[src/rtl/mi3_pkg.sv]
// Shared definitions for the mi3 vector issue stage.
package mi3_pkg;

   localparam int unsigned REG_AW_DFLT = 5;
   localparam int unsigned NUM_REGS    = 1 << REG_AW_DFLT;

   // Issue slot index, in program order
   typedef enum logic [1:0] {
      SLOT_IS1 = 2'd0,
      SLOT_IS2 = 2'd1,
      SLOT_IS3 = 2'd2
   } slot_e;

endpackage

[src/rtl/mi3_issue_ctrl_if.sv]
// Issue-slot handshake and writeback bus between dispatch and the issue controller.
interface mi3_issue_ctrl_if #(
   parameter int unsigned REG_AW = mi3_pkg::REG_AW_DFLT
) ();

   logic              is1_valid_i, is2_valid_i, is3_valid_i;
   logic              is1_ready_o, is2_ready_o, is3_ready_o;

   logic              is1_rs1_en_i, is1_rs2_en_i;
   logic              is2_rs1_en_i, is2_rs2_en_i;
   logic              is3_rs1_en_i;
   logic [REG_AW-1:0] is1_rs1_addr_i, is1_rs2_addr_i;
   logic [REG_AW-1:0] is2_rs1_addr_i, is2_rs2_addr_i;
   logic [REG_AW-1:0] is3_rs1_addr_i;

   logic              is1_rd_en_i, is2_rd_en_i;
   logic [REG_AW-1:0] is1_rd_addr_i, is2_rd_addr_i;

   logic              wb1_en_i, wb2_en_i;
   logic [REG_AW-1:0] wb1_addr_i, wb2_addr_i;

   // Dispatch side: presents instructions and writebacks, receives grants
   modport master (
      output is1_valid_i, is2_valid_i, is3_valid_i,
      output is1_rs1_en_i, is1_rs2_en_i, is2_rs1_en_i, is2_rs2_en_i, is3_rs1_en_i,
      output is1_rs1_addr_i, is1_rs2_addr_i, is2_rs1_addr_i, is2_rs2_addr_i, is3_rs1_addr_i,
      output is1_rd_en_i, is2_rd_en_i, is1_rd_addr_i, is2_rd_addr_i,
      output wb1_en_i, wb2_en_i, wb1_addr_i, wb2_addr_i,
      input  is1_ready_o, is2_ready_o, is3_ready_o
   );

   // Issue controller side
   modport slave (
      input  is1_valid_i, is2_valid_i, is3_valid_i,
      input  is1_rs1_en_i, is1_rs2_en_i, is2_rs1_en_i, is2_rs2_en_i, is3_rs1_en_i,
      input  is1_rs1_addr_i, is1_rs2_addr_i, is2_rs1_addr_i, is2_rs2_addr_i, is3_rs1_addr_i,
      input  is1_rd_en_i, is2_rd_en_i, is1_rd_addr_i, is2_rd_addr_i,
      input  wb1_en_i, wb2_en_i, wb1_addr_i, wb2_addr_i,
      output is1_ready_o, is2_ready_o, is3_ready_o
   );

endinterface

[src/rtl/mi3_busy_table.sv]
// Per-register busy bitmap: two set ports, two clear ports, flush; set beats clear.
module mi3_busy_table #(
   parameter int unsigned REG_AW = mi3_pkg::REG_AW_DFLT
) (
   input  logic                         clk,
   input  logic                         rst,
   input  logic                         flush_i,
   input  logic [1:0]                   set_en_i,
   input  logic [1:0][REG_AW-1:0]       set_addr_i,
   input  logic [1:0]                   clr_en_i,
   input  logic [1:0][REG_AW-1:0]       clr_addr_i,
   output logic [(1 << REG_AW)-1:0]     busy_o
);

   localparam int unsigned NREG = 1 << REG_AW;

   logic [NREG-1:0] busy_q, busy_d;
   logic [NREG-1:0] set_mask, clr_mask;

   // Decode set/clear ports to masks and form the next bitmap
   always_comb begin
      set_mask = '0;
      clr_mask = '0;
      for (int p = 0; p < 2; p++) begin
         if (set_en_i[p]) set_mask = set_mask | (NREG'(1) << set_addr_i[p]);
         if (clr_en_i[p]) clr_mask = clr_mask | (NREG'(1) << clr_addr_i[p]);
      end
      if (flush_i) busy_d = '0;
      else         busy_d = (busy_q & ~clr_mask) | set_mask;
   end

   // Bitmap register
   always_ff @(posedge clk or negedge rst) begin
      if (!rst) busy_q <= '0;
      else      busy_q <= busy_d;
   end

   assign busy_o = busy_q;

endmodule

[src/rtl/mi3_issue_ctrl.sv]
// In-order three-slot issue controller: hazard compare, grant chain, stall counter.
module mi3_issue_ctrl
   import mi3_pkg::*;
#(
   parameter int unsigned REG_AW = REG_AW_DFLT,
   parameter int unsigned CNT_W  = 16
) (
   input  logic                     clk,
   input  logic                     rst,
   mi3_issue_ctrl_if.slave          bus,
   input  logic                     flush_i,
   output logic [(1 << REG_AW)-1:0] busy_o,
   output logic [CNT_W-1:0]         stall_cnt_o
);

   localparam int unsigned NREG = 1 << REG_AW;

   logic [NREG-1:0]  busy_q;
   logic             haz1, haz2, haz3;
   logic             dep12, dep3;
   logic [2:0]       rdy;
   logic             go1, go2;
   logic [CNT_W-1:0] cnt_q, cnt_d;

   // Scoreboard hazards against the registered bitmap (no writeback bypass)
   always_comb begin
      haz1 = (bus.is1_rs1_en_i & busy_q[bus.is1_rs1_addr_i])
           | (bus.is1_rs2_en_i & busy_q[bus.is1_rs2_addr_i])
           | (bus.is1_rd_en_i  & busy_q[bus.is1_rd_addr_i]);
      haz2 = (bus.is2_rs1_en_i & busy_q[bus.is2_rs1_addr_i])
           | (bus.is2_rs2_en_i & busy_q[bus.is2_rs2_addr_i])
           | (bus.is2_rd_en_i  & busy_q[bus.is2_rd_addr_i]);
      haz3 = bus.is3_rs1_en_i & busy_q[bus.is3_rs1_addr_i];
   end

   // Grant chain: older slots must issue (or be empty) for a younger one to go
   always_comb begin
      rdy = '0;

      rdy[SLOT_IS1] = ~flush_i & ~haz1;
      go1           = bus.is1_valid_i & rdy[SLOT_IS1];

      dep12 = go1 & bus.is1_rd_en_i &
              ((bus.is2_rs1_en_i & (bus.is1_rd_addr_i == bus.is2_rs1_addr_i)) |
               (bus.is2_rs2_en_i & (bus.is1_rd_addr_i == bus.is2_rs2_addr_i)) |
               (bus.is2_rd_en_i  & (bus.is1_rd_addr_i == bus.is2_rd_addr_i)));
      rdy[SLOT_IS2] = ~flush_i & ~haz2 & ~dep12 & (go1 | ~bus.is1_valid_i);
      go2           = bus.is2_valid_i & rdy[SLOT_IS2];

      dep3 = bus.is3_rs1_en_i &
             ((go1 & bus.is1_rd_en_i & (bus.is1_rd_addr_i == bus.is3_rs1_addr_i)) |
              (go2 & bus.is2_rd_en_i & (bus.is2_rd_addr_i == bus.is3_rs1_addr_i)));
      rdy[SLOT_IS3] = ~flush_i & ~haz3 & ~dep3 & (go2 | ~bus.is2_valid_i) &
                      (go1 | ~bus.is1_valid_i);
   end

   assign bus.is1_ready_o = rdy[SLOT_IS1];
   assign bus.is2_ready_o = rdy[SLOT_IS2];
   assign bus.is3_ready_o = rdy[SLOT_IS3];

   // Busy bitmap: issuing destinations set, writebacks clear
   mi3_busy_table #(.REG_AW(REG_AW)) u_busy (
      .clk        (clk),
      .rst        (rst),
      .flush_i    (flush_i),
      .set_en_i   ({go2 & bus.is2_rd_en_i, go1 & bus.is1_rd_en_i}),
      .set_addr_i ({bus.is2_rd_addr_i, bus.is1_rd_addr_i}),
      .clr_en_i   ({bus.wb2_en_i, bus.wb1_en_i}),
      .clr_addr_i ({bus.wb2_addr_i, bus.wb1_addr_i}),
      .busy_o     (busy_q)
   );

   assign busy_o = busy_q;

   // Saturating count of cycles where the oldest slot is held
   always_comb begin
      cnt_d = cnt_q;
      if (bus.is1_valid_i && !rdy[SLOT_IS1] && (cnt_q != '1))
         cnt_d = cnt_q + CNT_W'(1);
   end

   // Stall counter register
   always_ff @(posedge clk or negedge rst) begin
      if (!rst) cnt_q <= '0;
      else      cnt_q <= cnt_d;
   end

   assign stall_cnt_o = cnt_q;

endmodule

[src/flat_wrapper.sv]
// flat-port wrapper written by rule: the top's interface ports become plain ports
module mi3_issue_ctrl_flat import mi3_pkg::*;
#(
   parameter int unsigned REG_AW = REG_AW_DFLT,
   parameter int unsigned CNT_W  = 16
)
  (clk, rst, flush_i, busy_o, stall_cnt_o, bus_is1_valid_i, bus_is2_valid_i, bus_is3_valid_i, bus_is1_rs1_en_i, bus_is1_rs2_en_i, bus_is2_rs1_en_i, bus_is2_rs2_en_i, bus_is3_rs1_en_i, bus_is1_rs1_addr_i, bus_is1_rs2_addr_i, bus_is2_rs1_addr_i, bus_is2_rs2_addr_i, bus_is3_rs1_addr_i, bus_is1_rd_en_i, bus_is2_rd_en_i, bus_is1_rd_addr_i, bus_is2_rd_addr_i, bus_wb1_en_i, bus_wb2_en_i, bus_wb1_addr_i, bus_wb2_addr_i, bus_is1_ready_o, bus_is2_ready_o, bus_is3_ready_o);
  mi3_issue_ctrl_if #(.REG_AW(REG_AW)) bus_i ();
  input  logic clk;
  input  logic rst;
  input  logic flush_i;
  output logic [(1 << REG_AW)-1:0] busy_o;
  output logic [CNT_W-1:0] stall_cnt_o;
  input wire logic [$bits(bus_i.is1_valid_i)-1:0] bus_is1_valid_i;
  input wire logic [$bits(bus_i.is2_valid_i)-1:0] bus_is2_valid_i;
  input wire logic [$bits(bus_i.is3_valid_i)-1:0] bus_is3_valid_i;
  input wire logic [$bits(bus_i.is1_rs1_en_i)-1:0] bus_is1_rs1_en_i;
  input wire logic [$bits(bus_i.is1_rs2_en_i)-1:0] bus_is1_rs2_en_i;
  input wire logic [$bits(bus_i.is2_rs1_en_i)-1:0] bus_is2_rs1_en_i;
  input wire logic [$bits(bus_i.is2_rs2_en_i)-1:0] bus_is2_rs2_en_i;
  input wire logic [$bits(bus_i.is3_rs1_en_i)-1:0] bus_is3_rs1_en_i;
  input wire logic [$bits(bus_i.is1_rs1_addr_i)-1:0] bus_is1_rs1_addr_i;
  input wire logic [$bits(bus_i.is1_rs2_addr_i)-1:0] bus_is1_rs2_addr_i;
  input wire logic [$bits(bus_i.is2_rs1_addr_i)-1:0] bus_is2_rs1_addr_i;
  input wire logic [$bits(bus_i.is2_rs2_addr_i)-1:0] bus_is2_rs2_addr_i;
  input wire logic [$bits(bus_i.is3_rs1_addr_i)-1:0] bus_is3_rs1_addr_i;
  input wire logic [$bits(bus_i.is1_rd_en_i)-1:0] bus_is1_rd_en_i;
  input wire logic [$bits(bus_i.is2_rd_en_i)-1:0] bus_is2_rd_en_i;
  input wire logic [$bits(bus_i.is1_rd_addr_i)-1:0] bus_is1_rd_addr_i;
  input wire logic [$bits(bus_i.is2_rd_addr_i)-1:0] bus_is2_rd_addr_i;
  input wire logic [$bits(bus_i.wb1_en_i)-1:0] bus_wb1_en_i;
  input wire logic [$bits(bus_i.wb2_en_i)-1:0] bus_wb2_en_i;
  input wire logic [$bits(bus_i.wb1_addr_i)-1:0] bus_wb1_addr_i;
  input wire logic [$bits(bus_i.wb2_addr_i)-1:0] bus_wb2_addr_i;
  output wire logic [$bits(bus_i.is1_ready_o)-1:0] bus_is1_ready_o;
  output wire logic [$bits(bus_i.is2_ready_o)-1:0] bus_is2_ready_o;
  output wire logic [$bits(bus_i.is3_ready_o)-1:0] bus_is3_ready_o;
  assign bus_i.is1_valid_i = bus_is1_valid_i;
  assign bus_i.is2_valid_i = bus_is2_valid_i;
  assign bus_i.is3_valid_i = bus_is3_valid_i;
  assign bus_i.is1_rs1_en_i = bus_is1_rs1_en_i;
  assign bus_i.is1_rs2_en_i = bus_is1_rs2_en_i;
  assign bus_i.is2_rs1_en_i = bus_is2_rs1_en_i;
  assign bus_i.is2_rs2_en_i = bus_is2_rs2_en_i;
  assign bus_i.is3_rs1_en_i = bus_is3_rs1_en_i;
  assign bus_i.is1_rs1_addr_i = bus_is1_rs1_addr_i;
  assign bus_i.is1_rs2_addr_i = bus_is1_rs2_addr_i;
  assign bus_i.is2_rs1_addr_i = bus_is2_rs1_addr_i;
  assign bus_i.is2_rs2_addr_i = bus_is2_rs2_addr_i;
  assign bus_i.is3_rs1_addr_i = bus_is3_rs1_addr_i;
  assign bus_i.is1_rd_en_i = bus_is1_rd_en_i;
  assign bus_i.is2_rd_en_i = bus_is2_rd_en_i;
  assign bus_i.is1_rd_addr_i = bus_is1_rd_addr_i;
  assign bus_i.is2_rd_addr_i = bus_is2_rd_addr_i;
  assign bus_i.wb1_en_i = bus_wb1_en_i;
  assign bus_i.wb2_en_i = bus_wb2_en_i;
  assign bus_i.wb1_addr_i = bus_wb1_addr_i;
  assign bus_i.wb2_addr_i = bus_wb2_addr_i;
  assign bus_is1_ready_o = bus_i.is1_ready_o;
  assign bus_is2_ready_o = bus_i.is2_ready_o;
  assign bus_is3_ready_o = bus_i.is3_ready_o;
  mi3_issue_ctrl #(.REG_AW(REG_AW), .CNT_W(CNT_W)) u_core (.clk(clk), .rst(rst), .bus(bus_i), .flush_i(flush_i), .busy_o(busy_o), .stall_cnt_o(stall_cnt_o));
endmodule
[config.mk]
export PLATFORM = sky130hd
export DESIGN_NAME = mi3_issue_ctrl_flat
export DESIGN_NICKNAME = d
export VERILOG_FILES = /design/src/rtl/mi3_pkg.sv /design/src/rtl/mi3_issue_ctrl_if.sv /design/src/rtl/mi3_busy_table.sv /design/src/rtl/mi3_issue_ctrl.sv /design/src/flat_wrapper.sv
export SDC_FILE = /design/constraint.sdc
export NUM_CORES = 1
export LEC_CHECK = 0
export CORE_MARGIN = 2
export CORE_UTILIZATION = 30
export DETAILED_ROUTE_END_ITERATION = 7
export GPL_TIMING_DRIVEN = 0
export PLACE_DENSITY = 0.61
export SETUP_SLACK_MARGIN = 0.05
export SKIP_CTS_REPAIR_TIMING = 1
export SYNTH_ARGS = -nofsm -noshare
export SYNTH_HDL_FRONTEND = slang
export SYNTH_SLANG_ARGS = --single-unit
export TNS_END_PERCENT = 1
[constraint.sdc]
create_clock -name clk -period 6.6 [get_ports clk]
set_clock_uncertainty 0.15 [all_clocks]
set_input_delay 1.98 -clock clk [delete_from_list [all_inputs] [get_ports clk]]
set_output_delay 1.98 -clock clk [all_outputs]
set_load 0.01 [all_outputs]
Word-level counts from Yosys, hierarchy flattened
Cells that the tools add are included.

word-level totals
  logic and storage cells = 90
  flip-flop bits (word level) = 48
  RAM bits = 0
  input bits = 60
  memories kept = 0
  output and inout port bits = 51
  latch bits = 0
  ROM bits = 0

cells by class
  div/mod/pow operators = 0
  bitwise operators = 48
  magnitude comparators = 7
  $mul = 0
  shifts and indexed selects = 4
  muxes and demuxes = 19
  add/sub/neg operators = 1
  reduce and logical (&&, ||, !) cells = 3
  equal/unequal tests = 6

operators by type and width
  operator                                             number
  two-way mux 32 bit                                   5
  << shifter 1 x 5 -> 32 bit (first input constant)    4
  OR 32 bit                                            3
  < comparator 5 x 6 -> 1 bit (second input constant)  7
  binary-select mux 1 bit (select 5 bit)               7
  AND 32 bit                                           1
  inverter 32 bit                                      1
  AND 1 bit                                            26
  equality test 5 bit                                  5
  adder 16 x 1 -> 16 bit (second input constant)       1
  inequality test 16 bit (second input constant)       1
  OR 1 bit                                             9
  inverter 1 bit                                       8
  two-way mux 1 bit                                    7
  logical AND 1 bit                                    2
  zero test 1 bit                                      1

Logic depth before layout (Yosys ltp)
Gate-level depths: netlist (run 1).

  depth in word-level cells = 22
  gate-level depth with buffers = 10

Hierarchy
Synthesis (run 1) repeated with hierarchy kept, for this count alone.

unflattened totals
  cells, all modules = 438
  area total of the unflattened synthesis = 4906.0 µm²

modules (own cells, without submodules)
  module          instances  area an instance (µm²)  cells each
  mi3_issue_ctrl  1          2935.3                  247
  mi3_busy_table  1          1970.6                  191

Worst setup path after synthesis (run 1)
OpenSTA, ideal clock, no wires.

  path kind = in2out
  start point = input bus_is2_rd_addr_i[0]
  end point = output bus_is3_ready_o
  arrival time = 4.617 ns
  path slack = -0.147 ns
  cell stages on the path = 9
  buffers on the path = 2
  cell sequence = clkbuf_1 -> clkbuf_1 -> mux4_2 -> mux2i_1 -> a2bb2oi_1 -> and3_1 -> nor4_4 -> nand2_4 -> a221oi_1

between the ends
  longest elaborated chain between the ends = 17
  elaborated cells on any way between the ends = 24
  classes of those cells = eq/ne: 2; mux: 2; bitwise: 20

RTL lines
  item                                     line                  source
  from (decl)                              flat_wrapper.sv:30    input wire logic [$bits(bus_i.is2_rd_addr_i)-1:0] bus_is2_rd_addr_i;
  binary-select mux 1 bit (select 5 bit)   mi3_issue_ctrl.sv:32  | (bus.is2_rd_en_i & busy_q[bus.is2_rd_addr_i]);
  two-way mux 1 bit (not written as such)  mi3_issue_ctrl.sv:32
  AND 1 bit                                mi3_issue_ctrl.sv:32
  OR 1 bit                                 mi3_issue_ctrl.sv:32
  inverter 1 bit                           mi3_issue_ctrl.sv:47  rdy[SLOT_IS2] = ~flush_i & ~haz2 & ~dep12 & (go1 | ~bus.is1_valid_i);
  AND 1 bit (3 in series)                  mi3_issue_ctrl.sv:47
  AND 1 bit                                mi3_issue_ctrl.sv:48  go2 = bus.is2_valid_i & rdy[SLOT_IS2];
  AND 1 bit (2 in series)                  mi3_issue_ctrl.sv:52  (go2 & bus.is2_rd_en_i & (bus.is2_rd_addr_i == bus.is3_rs1_addr_i)));
  OR 1 bit                                 mi3_issue_ctrl.sv:51  ((go1 & bus.is1_rd_en_i & (bus.is1_rd_addr_i == bus.is3_rs1_addr_i)) |
  AND 1 bit                                mi3_issue_ctrl.sv:50  dep3 = bus.is3_rs1_en_i &
  inverter 1 bit                           mi3_issue_ctrl.sv:53  rdy[SLOT_IS3] = ~flush_i & ~haz3 & ~dep3 & (go2 | ~bus.is2_valid_i) &
  AND 1 bit                                mi3_issue_ctrl.sv:53
  AND 1 bit (*) (2 in series)              mi3_issue_ctrl.sv:53
  to (decl)                                flat_wrapper.sv:37    output wire logic [$bits(bus_i.is3_ready_o)-1:0] bus_is3_ready_o;

Every way passes the cells marked *; elsewhere a longest branch is shown, timed or not. The select of a mux whose other input is x is not followed.

Final worst setup path (run 1)
  start point = input bus_is1_rs2_addr_i[0]
  end point = output bus_is3_ready_o

between the ends
  longest elaborated chain between the ends = 22
  elaborated cells on any way between the ends = 25
  classes of those cells = mux: 2; bitwise: 23

RTL lines
  item                                         line                  source
  from (decl)                                  flat_wrapper.sv:23    input wire logic [$bits(bus_i.is1_rs2_addr_i)-1:0] bus_is1_rs2_addr_i;
  binary-select mux 1 bit (select 5 bit) (*)   mi3_issue_ctrl.sv:28  | (bus.is1_rs2_en_i & busy_q[bus.is1_rs2_addr_i])
  two-way mux 1 bit (not written as such) (*)  mi3_issue_ctrl.sv:28
  AND 1 bit (*)                                mi3_issue_ctrl.sv:28
  OR 1 bit (*)                                 mi3_issue_ctrl.sv:28
  OR 1 bit (*)                                 mi3_issue_ctrl.sv:29  | (bus.is1_rd_en_i & busy_q[bus.is1_rd_addr_i]);
  inverter 1 bit (*)                           mi3_issue_ctrl.sv:40  rdy[SLOT_IS1] = ~flush_i & ~haz1;
  AND 1 bit (*)                                mi3_issue_ctrl.sv:40
  AND 1 bit (*)                                mi3_issue_ctrl.sv:41  go1 = bus.is1_valid_i & rdy[SLOT_IS1];
  [3 not listed]                               n/a
  AND 1 bit (2 in series)                      mi3_issue_ctrl.sv:47
  AND 1 bit                                    mi3_issue_ctrl.sv:48
  AND 1 bit (2 in series)                      mi3_issue_ctrl.sv:52
  OR 1 bit                                     mi3_issue_ctrl.sv:51
  AND 1 bit                                    mi3_issue_ctrl.sv:50
  inverter 1 bit                               mi3_issue_ctrl.sv:53
  AND 1 bit (2 in series)                      mi3_issue_ctrl.sv:53
  AND 1 bit (*)                                mi3_issue_ctrl.sv:53

Marked as above.

==> impl_results.html, run 1 <==
<table>
<tr><th>Metric</th><th>Value</th></tr>
<tr><th colspan="2">Critical path</th></tr>
<tr><td>Crit end category</td><td>primary output</td></tr>
<tr><td>Reg2Reg Depth</td><td>8</td></tr>
<tr><td>Destination of the critical timing path</td><td>bus_is3_ready_o</td></tr>
<tr><td>Cell with the largest stage delay on the worst path</td><td>mux4_2</td></tr>
<tr><td>Ordered cell list for the critical path</td><td>clkbuf_4, mux4_2, mux4_2, nand3_1, o311ai_4, a211oi_4, nand2_4, buf_4, a221oi_2, buf_2</td></tr>
<tr><td>Launching element type of the critical path</td><td>input port</td></tr>
<tr><td>Max incr delay on CP</td><td>approximately 0.53 ns</td></tr>
<tr><td>Most numerous cell on the critical path</td><td>mux4_2</td></tr>
<tr><td>R2r startpoint</td><td>u_core.u_busy.busy_o[6]</td></tr>
<tr><td>Data required time at the worst endpoint</td><td>~4.5 ns</td></tr>
<tr><td>Worst path buffer plus inverter count</td><td>3</td></tr>
<tr><td>Dominant delay contributor by cell family on the critical path</td><td>multiplexers</td></tr>
<tr><td>Data arrival time of the critical path</td><td>roughly 4.6 ns</td></tr>
<tr><td>Worst setup path startpoint</td><td>bus_is1_rs2_addr_i[0]</td></tr>
<tr><td>Critical path class</td><td>input port to primary output</td></tr>
<tr><td>Top fanout value on the critical path</td><td>7</td></tr>
<tr><td>Slack of the worst reg-to-reg path</td><td>~2.9 ns</td></tr>
<tr><td>Depth of the critical timing path with buffers and inverters included</td><td>10</td></tr>
<tr><td>FF-to-FF End</td><td>u_core.u_busy.busy_o[16]</td></tr>
<tr><th colspan="2">Place</th></tr>
<tr><td>Number of buffer cells added on primary ports</td><td>91</td></tr>
<tr><td>Detailed placer's ending HPWL</td><td>~15 mm</td></tr>
<tr><td>Final GP Congestion</td><td>a little over 0.9</td></tr>
<tr><td>Cell count after placement</td><td>~840</td></tr>
<tr><td>Pre-CTS setup slack</td><td>-1.305 ns</td></tr>
<tr><th colspan="2">Power</th></tr>
<tr><td>Largest vdd supply drop</td><td>just over 0.1 mV</td></tr>
<tr><td>P per Cell Area</td><td>between 100 and 150 nW/um^2</td></tr>
<tr><td>Switching power as a share of total power</td><td>a little under a third</td></tr>
<tr><td>Switching pwr</td><td>roughly 0.00029 W</td></tr>
<tr><td>Sum of internal, switching and leakage power</td><td>0.0009090 W</td></tr>
<tr><td>Sequential fraction of design power</td><td>37.6%</td></tr>
<tr><td>Clock network fraction of design power</td><td>32.0%</td></tr>
<tr><td>Internal power</td><td>approximately 0.00062 W</td></tr>
<tr><td>Part of the total power dissipated in combinational logic</td><td>around 30%</td></tr>
<tr><td>Static leakage</td><td>2.480 nW</td></tr>
<tr><th colspan="2">STA</th></tr>
<tr><td>RSZ-0062 raised after global routing</td><td>yes</td></tr>
<tr><td>Clock period minus worst slack</td><td>6.774 ns</td></tr>
<tr><td>Relative slew slack</td><td>25.27%</td></tr>
<tr><td>Number of hold violations in the final report</td><td>0</td></tr>
<tr><td>Peak clock frequency supported by timing</td><td>around 150 MHz</td></tr>
<tr><td>Final setup fails</td><td>1</td></tr>
<tr><td>Part of the cycle the worst path needs</td><td>102.6%</td></tr>
<tr><td>Final Max Tran Viols</td><td>0</td></tr>
<tr><td>Post-route setup slack</td><td>-0.1737 ns</td></tr>
<tr><td>Setup TNS</td><td>-0.1737 ns</td></tr>
<tr><td>Slew of the pin with the lowest slew margin</td><td>between 1 and 1.5 ns</td></tr>
<tr><th colspan="2">Die</th></tr>
<tr><td>Die Span X</td><td>between 100 and 150 um</td></tr>
<tr><td>Height of the die</td><td>between 100 and 150 um</td></tr>
<tr><td>Boundary pin count</td><td>about 110</td></tr>
<tr><td>Row cnt</td><td>48</td></tr>
<tr><td>Total core area</td><td>~17,000 sq um</td></tr>
<tr><td>Starting utilization of the core area</td><td>30.50%</td></tr>
<tr><td>Die ar.</td><td>around 19,000 sq um</td></tr>
<tr><th colspan="2">Finish</th></tr>
<tr><td>Share of cells above drive strength 1</td><td>between 10% and 20%</td></tr>
<tr><td>Post-route core utilization</td><td>39.18%</td></tr>
<tr><td>Count of non-filler cells in the finished layout</td><td>~850</td></tr>
<tr><td>Diode count</td><td>0</td></tr>
<tr><td>Number of inserted filler cells in the final layout</td><td>about 1.7k</td></tr>
<tr><td>Layout net count</td><td>roughly 690</td></tr>
<tr><td>Area Growth Syn to Fin</td><td>28.47%</td></tr>
<tr><td>Footprint of the multi-input gates</td><td>3807 sq um</td></tr>
<tr><td>Combined flip-flop and latch cell area</td><td>1201 sq um</td></tr>
<tr><th colspan="2">Status</th></tr>
<tr><td>Status</td><td>complete, but fails checks</td></tr>
<tr><td>Violations in the final reports</td><td>setup timing</td></tr>
<tr><th colspan="2">CTS</th></tr>
<tr><td>Bufs on Longest Clock Path</td><td>2</td></tr>
<tr><td>CTS tree</td><td>done</td></tr>
<tr><td>Skew-Pair Late Insertion Delay</td><td>between 0.2 and 0.3 ns</td></tr>
<tr><td>Number of clock buffers inserted by TritonCTS</td><td>5</td></tr>
<tr><td>H-tree levels</td><td>2</td></tr>
<tr><td>Num Clock Sinks</td><td>between 40 and 50</td></tr>
<tr><td>Clock root cell</td><td>clkbuf_16</td></tr>
<tr><td>CTS clock-pin slew for the worst setup and hold paths</td><td>0.07 ns</td></tr>
<tr><th colspan="2">Routing</th></tr>
<tr><td>Number of vias per cell after detailed routing</td><td>6.317</td></tr>
<tr><td>Final routed DRC violation total</td><td>0</td></tr>
<tr><td>Average detailed-routed wire length per instance</td><td>approximately 25 um</td></tr>
<tr><td>DRC violation total after the first TritonRoute iteration</td><td>around 750</td></tr>
<tr><td>Length of the first detailed-routing pass in iterations</td><td>6</td></tr>
<tr><td>Routed WL</td><td>between 20 and 25 mm</td></tr>
<tr><td>Vias</td><td>5,388</td></tr>
<tr><td>Antenna-violating nets left</td><td>0</td></tr>
<tr><th colspan="2">Logic synthesis</th></tr>
<tr><td>Predominant post-synthesis flop cell</td><td>dfrtp_1</td></tr>
<tr><td>Seq/Total Area, Yosys</td><td>between 20 and 25%</td></tr>
<tr><td>Yosys synthesis warning count</td><td>0</td></tr>
<tr><td>Mean cell area of the mapped netlist</td><td>about 10 sq um</td></tr>
<tr><td>Area share of the leading cell type in the synthesized netlist</td><td>between 20% and 30%</td></tr>
<tr><td>Count of unique library cells instantiated by Yosys</td><td>56</td></tr>
<tr><td>Leading cell types by count after synthesis</td><td>mux4_2, dfrtp_1, nor2_1</td></tr>
<tr><td>Cell types occupying the most area after synthesis</td><td>mux4_2, dfrtp_1, a32oi_1</td></tr>
<tr><td>Area of the mapped netlist</td><td>~5300 sq um</td></tr>
<tr><td>Most used standard cell by instance count after synthesis</td><td>mux4_2</td></tr>
<tr><td>Seq cells post-synth</td><td>48</td></tr>
<tr><td>Cells after Synth</td><td>~520</td></tr>
<tr><td>EDFF count, synth</td><td>0</td></tr>
<tr><td>Largest area contributor in the netlist</td><td>mux4_2</td></tr>
<tr><td>Net count after synthesis</td><td>about 580</td></tr>
<tr><td>Share of async-settable or async-resettable flops after synthesis</td><td>between 90% and 100%</td></tr>
<tr><th colspan="2">Global routing</th></tr>
<tr><td>Overall Global Routing Usage</td><td>around 22%</td></tr>
<tr><td>Antenna violations before repair</td><td>0</td></tr>
<tr><td>Wire length of the first global-routing pass</td><td>roughly 32 mm</td></tr>
<tr><td>Global-route congestion overflow total</td><td>0</td></tr>
<tr><td>Maximum number of pins on one net before global-route repair</td><td>42</td></tr>
<tr><td>Vias in the first global route</td><td>5,213</td></tr>
<tr><th colspan="2">Hold path</th></tr>
<tr><td>Class of the worst hold path</td><td>register to register</td></tr>
<tr><th colspan="2">Job</th></tr>
<tr><td>Maxcap violations</td><td>0</td></tr>
</table>
## sequential cells by signal (all words and copies together), names as in the netlist
signal                flops
u_core.u_busy.busy_o     32
u_core.stall_cnt_o       16
## cell type report
cell class / count / area share, %
Buffer: 43 / 3.558
Inverter: 16 / 0.8894
Timing Repair Buffer: 102 / 14.79
Sequential cell: 48 / 17.79
Tap cell: 225 / 4.169
Multi-Input combinational cell: 411 / 56.38
Clock inverter: 2 / 0.5188
Clock buffer: 6 / 1.908
## metal layers
layer	global-route usage [%]	vias to the layer above	wire length (um)
met1	30.43	2636	8182
met5	0	-	0
met3	4.586	40	2414
met2	36.46	402	9952
met4	6.308	0	446
li1	-	2310	-
## stage by stage
step	area (sq um)	hold slack (ns)
floorplan	5265	0.3717
global placement	6457	0.3310
detailed placement	6472	0.3534
CTS	6636	0.3606
global route	6753	0.3731
finish	6753	0.3533
## layout by cell type, fill, tap and decap left out, drive strengths merged, types with 3 or more instances in the layout
| cell type | n |
|---|---|
| and2 | 4 |
| nor3 | 10 |
| clkdlybuf4s50 | 85 |
| mux2 | 8 |
| a31oi | 7 |
| nor3b | 6 |
| nand2 | 31 |
| o41ai | 4 |
| nor4 | 10 |
| dlymetal6s2s | 3 |
| nand4 | 21 |
| a22oi | 16 |
| mux2i | 7 |
| a32oi | 25 |
| nand3b | 4 |
| xnor2 | 17 |
| and3 | 5 |
| o21ai | 6 |
| or3 | 4 |
| nand3 | 29 |
| a21oi | 21 |
| nand2b | 5 |
| nor2b | 10 |
| or2 | 4 |
| nor2 | 32 |
| mux4 | 62 |
| inv | 16 |
| buf | 26 |
| dfrtp | 48 |
| clkbuf | 37 |
| o31ai | 20 |
| xor2 | 23 |
## worst min-delay path by stage
stage,endpoint,startpoint,cells past startpoint
after floorplan,u_core.stall_cnt_o[15],u_core.stall_cnt_o[15],1
after global placement,u_core.stall_cnt_o[5],u_core.stall_cnt_o[5],1
after detailed placement,u_core.stall_cnt_o[5],u_core.stall_cnt_o[5],1
after CTS,u_core.stall_cnt_o[5],u_core.stall_cnt_o[5],1
after global routing,u_core.stall_cnt_o[8],u_core.stall_cnt_o[8],1
final,u_core.stall_cnt_o[5],u_core.stall_cnt_o[5],1
## cells by family (layout without fill, tap and decap cells)
group	after synthesis	count (layout)	synth area share, %
and+or+nand+nor	182	182	18.76
AOI/OAI and AO/OA	111	111	16.12
muxes	77	77	30.35
buffers and inverters	59	169	5.022
DFF	48	48	22.85
xor gates and xnor gates	40	40	6.665
adders and majority gates	1	1	0.2380
## power groups by stage
| stage | sequential [W] | combinational (W) | clock (W) |
|---|---|---|---|
| floorplan | 0.000350 | 0.000140 | 0 |
| global placement | 0.000346 | 0.000261 | 0 |
| detailed placement | 0.000348 | 0.000267 | 0 |
| CTS | 0.000342 | 0.000268 | 0.000294 |
| global route | 0.000345 | 0.000299 | 0.000309 |
| finish | 0.000342 | 0.000277 | 0.000291 |
No activity file was read; power rests on OpenSTA's default activity.
==> run 2: changes to the inputs <==
--- a/config.mk
+++ b/config.mk
@@ -5,11 +5,12 @@
 export SDC_FILE = /design/constraint.sdc
 export NUM_CORES = 1
 export LEC_CHECK = 0
+export ABC_AREA = 1
 export CORE_MARGIN = 2
 export CORE_UTILIZATION = 30
 export DETAILED_ROUTE_END_ITERATION = 7
 export GPL_TIMING_DRIVEN = 0
-export PLACE_DENSITY = 0.61
+export PLACE_DENSITY = 0.59
 export SETUP_SLACK_MARGIN = 0.05
 export SKIP_CTS_REPAIR_TIMING = 1
 export SYNTH_ARGS = -nofsm -noshare
==> impl_results.html, run 2 <==
<table>
<tr><th>Metric</th><th>Value</th></tr>
<tr><th colspan="2">Status</th></tr>
<tr><td>Status</td><td>finished clean (was complete, but fails checks)</td></tr>
<tr><th colspan="2">Logic synthesis</th></tr>
<tr><td>Share of async-settable or async-resettable flops after synthesis</td><td>100.0% (unchanged)</td></tr>
<tr><td>Seq cells post-synth</td><td>48 (unchanged)</td></tr>
<tr><td>Net count after synthesis</td><td>1,200 (was 579)</td></tr>
<tr><td>EDFF count, synth</td><td>0 (unchanged)</td></tr>
<tr><td>Area of the mapped netlist</td><td>6276 sq um (was 5256 sq um)</td></tr>
<tr><td>Predominant post-synthesis flop cell</td><td>dfrtp_1 (unchanged)</td></tr>
<tr><td>Largest area contributor in the netlist</td><td>nand2_1 (was mux4_2)</td></tr>
<tr><td>Seq/Total Area, Yosys</td><td>19.14% (was 22.85%)</td></tr>
<tr><td>Most used standard cell by instance count after synthesis</td><td>nand2_1 (was mux4_2)</td></tr>
<tr><td>Cells after Synth</td><td>1,139 (was 518)</td></tr>
<tr><td>Mean cell area of the mapped netlist</td><td>5.510 sq um (was 10.15 sq um)</td></tr>
<tr><td>Yosys synthesis warning count</td><td>0 (unchanged)</td></tr>
<tr><td>Leading cell types by count after synthesis</td><td>nand2_1, nand3_1, nor2_1 (was mux4_2, dfrtp_1, nor2_1)</td></tr>
<tr><td>Cell types occupying the most area after synthesis</td><td>nand2_1, dfrtp_1, nand3_1 (was mux4_2, dfrtp_1, a32oi_1)</td></tr>
<tr><td>Count of unique library cells instantiated by Yosys</td><td>37 (was 56)</td></tr>
<tr><td>Area share of the leading cell type in the synthesized netlist</td><td>19.92% (was 23.57%)</td></tr>
<tr><th colspan="2">Routing</th></tr>
<tr><td>Antenna-violating nets left</td><td>0 (unchanged)</td></tr>
<tr><td>Final routed DRC violation total</td><td>0 (unchanged)</td></tr>
<tr><td>Length of the first detailed-routing pass in iterations</td><td>6 (unchanged)</td></tr>
<tr><td>Met1 wire length</td><td>11.71 mm (was 8.182 mm)</td></tr>
<tr><td>Average detailed-routed wire length per instance</td><td>19.69 um (was 24.61 um)</td></tr>
<tr><td>Length of routed met3 wiring</td><td>2.927 mm (was 2.414 mm)</td></tr>
<tr><td>Routed WL</td><td>29.81 mm (was 21.00 mm)</td></tr>
<tr><td>DRC violation total after the first TritonRoute iteration</td><td>984 (was 754)</td></tr>
<tr><td>Vias</td><td>8,305 (was 5,388)</td></tr>
<tr><td>Top layer in use</td><td>met4 (unchanged)</td></tr>
<tr><td>Number of vias per cell after detailed routing</td><td>5.485 (was 6.317)</td></tr>
<tr><td>WL met2</td><td>13.05 mm (was 9.952 mm)</td></tr>
<tr><th colspan="2">Critical path</th></tr>
<tr><td>Data required time at the worst endpoint</td><td>4.47 ns (about the same)</td></tr>
<tr><td>Data arrival time of the critical path</td><td>4.35 ns (was 4.64 ns)</td></tr>
<tr><td>Ordered cell list for the critical path</td><td>clkdlybuf4s50_1, clkbuf_2, xnor2_1, nand4_1, nand3_1, nand3b_1, nand2_2, inv_1, clkdlybuf4s50_1 (was clkbuf_4, mux4_2, mux4_2, nand3_1, o311ai_4, a211oi_4, nand2_4, buf_4, a221oi_2, buf_2)</td></tr>
<tr><td>Most numerous cell on the critical path</td><td>clkdlybuf4s50_1 (was mux4_2)</td></tr>
<tr><td>Dominant delay contributor by cell family on the critical path</td><td>buffers and inverters (was multiplexers)</td></tr>
<tr><td>Launching element type of the critical path</td><td>input port (unchanged)</td></tr>
<tr><td>Critical path class</td><td>input port to primary output (unchanged)</td></tr>
<tr><td>Top fanout value on the critical path</td><td>10 (was 7)</td></tr>
<tr><td>Worst path buffer plus inverter count</td><td>4 (was 3)</td></tr>
<tr><td>Cell with the largest stage delay on the worst path</td><td>clkdlybuf4s50_1 (was mux4_2)</td></tr>
<tr><td>Crit end category</td><td>primary output (unchanged)</td></tr>
<tr><td>Max incr delay on CP</td><td>0.63 ns (was 0.53 ns)</td></tr>
<tr><th colspan="2">Place</th></tr>
<tr><td>Pre-CTS setup slack</td><td>-0.6911 ns (was -1.305 ns)</td></tr>
<tr><td>Cell count after placement</td><td>1,503 (was 835)</td></tr>
<tr><td>Detailed placer's ending HPWL</td><td>21.62 mm (was 15.35 mm)</td></tr>
<tr><td>Final GP Congestion</td><td>1.003 (was 0.9321)</td></tr>
<tr><td>Number of buffer cells added on primary ports</td><td>93 (was 91)</td></tr>
<tr><th colspan="2">STA</th></tr>
<tr><td>Slew of the pin with the lowest slew margin</td><td>1.016 ns (was 1.106 ns)</td></tr>
<tr><td>RSZ-0062 raised after global routing</td><td>no (was yes)</td></tr>
<tr><td>Clock period minus worst slack</td><td>6.482 ns (was 6.774 ns)</td></tr>
<tr><td>Final setup fails</td><td>0 (was 1)</td></tr>
<tr><td>Part of the cycle the worst path needs</td><td>98.22% (was 102.6%)</td></tr>
<tr><td>Number of hold violations in the final report</td><td>0 (unchanged)</td></tr>
<tr><td>Relative slew slack</td><td>32.26% (was 25.27%)</td></tr>
<tr><td>Post-route setup slack</td><td>0.1177 ns (was -0.1737 ns)</td></tr>
<tr><td>Final Max Tran Viols</td><td>0 (unchanged)</td></tr>
<tr><td>Peak clock frequency supported by timing</td><td>154.3 MHz (was 147.6 MHz)</td></tr>
<tr><th colspan="2">Die</th></tr>
<tr><td>Total core area</td><td>20,360 sq um (was 17,240 sq um)</td></tr>
<tr><td>Starting utilization of the core area</td><td>30.82% (was 30.50%)</td></tr>
<tr><td>Die ar.</td><td>22,090 sq um (was 18,600 sq um)</td></tr>
<tr><td>Boundary pin count</td><td>111 (unchanged)</td></tr>
<tr><td>Die Span X</td><td>148.6 um (was 136.4 um)</td></tr>
<tr><td>Height of the die</td><td>148.6 um (was 136.4 um)</td></tr>
<tr><td>Row cnt</td><td>52 (was 48)</td></tr>
<tr><th colspan="2">Finish</th></tr>
<tr><td>Commonest non-fill, non-tap cells in the layout</td><td>nand2_1, nand3_1, nor2_1 (was clkdlybuf4s50_1, mux4_2, dfrtp_1)</td></tr>
<tr><td>Count of non-filler cells in the finished layout</td><td>1,514 (was 853)</td></tr>
<tr><td>Number of flip-flops in the largest register</td><td>32 (unchanged)</td></tr>
<tr><td>Share of cells above drive strength 1</td><td>8.447% (was 18.63%)</td></tr>
<tr><td>Most common library cell in the layout ignoring fill and taps</td><td>nand2_1 (was clkdlybuf4s50_1)</td></tr>
<tr><td>Area Growth Syn to Fin</td><td>24.08% (was 28.47%)</td></tr>
<tr><td>Layout net count</td><td>1,304 (was 688)</td></tr>
<tr><th colspan="2">CTS</th></tr>
<tr><td>Skew-Pair Late Insertion Delay</td><td>0.28 ns (was 0.29 ns)</td></tr>
<tr><td>Bufs on Longest Clock Path</td><td>2 (unchanged)</td></tr>
<tr><td>Number of clock buffers inserted by TritonCTS</td><td>5 (unchanged)</td></tr>
<tr><td>H-tree levels</td><td>2 (unchanged)</td></tr>
<tr><td>Num Clock Sinks</td><td>48 (unchanged)</td></tr>
<tr><td>CTS tree</td><td>done (unchanged)</td></tr>
<tr><td>CTS clock-pin slew for the worst setup and hold paths</td><td>0.06 ns (was 0.07 ns)</td></tr>
<tr><td>Clock root cell</td><td>clkbuf_16 (unchanged)</td></tr>
<tr><th colspan="2">Global routing</th></tr>
<tr><td>Wire length of the first global-routing pass</td><td>45.26 mm (was 31.55 mm)</td></tr>
<tr><td>Antenna violations before repair</td><td>0 (unchanged)</td></tr>
<tr><td>Overall Global Routing Usage</td><td>26.77% (was 22.47%)</td></tr>
<tr><td>Global-route congestion overflow total</td><td>0 (unchanged)</td></tr>
<tr><td>Vias in the first global route</td><td>7,812 (was 5,213)</td></tr>
<tr><td>Maximum number of pins on one net before global-route repair</td><td>40 (was 42)</td></tr>
<tr><th colspan="2">Power</th></tr>
<tr><td>Internal power</td><td>0.0005972 W (was 0.0006221 W)</td></tr>
<tr><td>Sum of internal, switching and leakage power</td><td>0.0009313 W (was 0.0009090 W)</td></tr>
<tr><td>Static leakage</td><td>3.306 nW (was 2.480 nW)</td></tr>
<tr><td>P per Cell Area</td><td>119.6 nW/um^2 (was 134.6 nW/um^2)</td></tr>
<tr><td>Sequential fraction of design power</td><td>36.3% (was 37.6%)</td></tr>
<tr><td>Switching pwr</td><td>0.0003340 W (was 0.0002868 W)</td></tr>
<tr><td>Switching power as a share of total power</td><td>35.87% (was 31.56%)</td></tr>
<tr><td>Clock network fraction of design power</td><td>27.6% (was 32.0%)</td></tr>
<tr><td>Part of the total power dissipated in combinational logic</td><td>36.2% (was 30.4%)</td></tr>
<tr><td>Largest vdd supply drop</td><td>0.1077 mV (was 0.1008 mV)</td></tr>
<tr><th colspan="2">Hold path</th></tr>
<tr><td>Class of the worst hold path</td><td>register to register (unchanged)</td></tr>
<tr><th colspan="2">Job</th></tr>
<tr><td>Maxcap violations</td><td>0 (unchanged)</td></tr>
</table>
==> run 2: cell count changes after synthesis, moves of 14 or more <==
cell      previous run  this run
inv_1               16        99
a22oi_1             16         0
nand2_1             30       333
a21oi_1             21        64
o21ai_0              6        50
nor2_1              31       115
clkbuf_1            28        42
nand3_1             29       214
a32oi_1             25         0
nand2_2              0        14
mux4_2              55         0
o31ai_1             20         0
==> run 2: power groups by stage <==
stage	sequential (W)	clock [W]	combinational [W]
3_3_place_gp	0.000344	0	0.000325
4_1_cts	0.000338	0.000263	0.000330
2_1_floorplan	0.000348	0	0.000181
3_5_place_dp	0.000343	0	0.000328
6_report	0.000338	0.000257	0.000337
5_1_grt	0.000341	0.000275	0.000370
==> run 2: metal layers <==
layer  global-route usage [%]  vias to the layer above
met2                    41.64                      461
met3                    5.123                      124
met5                        0                        -
li1                         -                     3911
met4                    17.05                        0
met1                    34.02                     3809
==> run 2: final timing paths <==
path / startpoint / endpoint / slack [ns] / cells after the start
worst max-delay path: bus_is1_rd_addr_i[4] / bus_is2_ready_o / 0.12 / 9
worst min-delay path: u_core.stall_cnt_o[4] / u_core.stall_cnt_o[4] / 0.35 / 1
worst max register to register: u_core.u_busy.busy_o[14] / u_core.stall_cnt_o[8] / 3.52 / 15
worst min register to register: u_core.stall_cnt_o[4] / u_core.stall_cnt_o[4] / 0.35 / 1
max in group asynchronous: rst / u_core.u_busy.busy_o[23] / 4.38 / 2
min in group asynchronous: rst / u_core.stall_cnt_o[5] / 1.42 / 1
==> run 2: kinds of logic after synthesis <==
family,synth area share (%)
flops,19.14
xor+xnor,2.931
simple gates,50.64
compound gates,13.44
fa+ha+maj,0.1993
buf+inv,13.66
==> run 2: layout make-up <==
class                      count  area [sq um]
fill                        2279         12580
clock inverter                 1         8.758
antenna                        1         2.502
buffer                        79         440.4
timing repair buffer          97         980.9
sequential                    48          1201
multi-input combinational    894          4223
clock buffer                   6         138.9
inverter                     118         454.2
tap                          270         337.8
==> run 2: worst reg2reg max path: cells and delay by family (launching register included) <==
family / cells / cell delay (ns)
and+or+nand+nor: 13 / 1.55
DFF: 1 / 0.35
buffers and inverters: 1 / 0.76
xor gates and xnor gates: 1 / 0.15
==> run 2: metrics by stage <==
stage / utilization [%] / setup TNS [ns] / cell area (sq um) / hold WS, ns
after floorplan: - / 0 / 6276 / 0.3718
after global placement: 37.05 / -0.9137 / 7545 / 0.3365
after detailed placement: 37.12 / -0.9444 / 7560 / 0.3394
after CTS: 37.85 / -0.9671 / 7707 / 0.3501
after global routing: 38.23 / 0 / 7785 / 0.3560
final: 38.24 / 0 / 7787 / 0.3451
==> run 3: changes to the inputs <==
--- a/config.mk
+++ b/config.mk
@@ -5,12 +5,12 @@
 export SDC_FILE = /design/constraint.sdc
 export NUM_CORES = 1
 export LEC_CHECK = 0
-export ABC_AREA = 1
+export ABC_AREA = 0
 export CORE_MARGIN = 2
 export CORE_UTILIZATION = 30
 export DETAILED_ROUTE_END_ITERATION = 7
 export GPL_TIMING_DRIVEN = 0
-export PLACE_DENSITY = 0.59
+export PLACE_DENSITY = 0.61
 export SETUP_SLACK_MARGIN = 0.05
 export SKIP_CTS_REPAIR_TIMING = 1
 export SYNTH_ARGS = -nofsm -noshare
==> results of run 3 <==
Same layout as run 1: the final DEF is identical, and so are final timing and power.
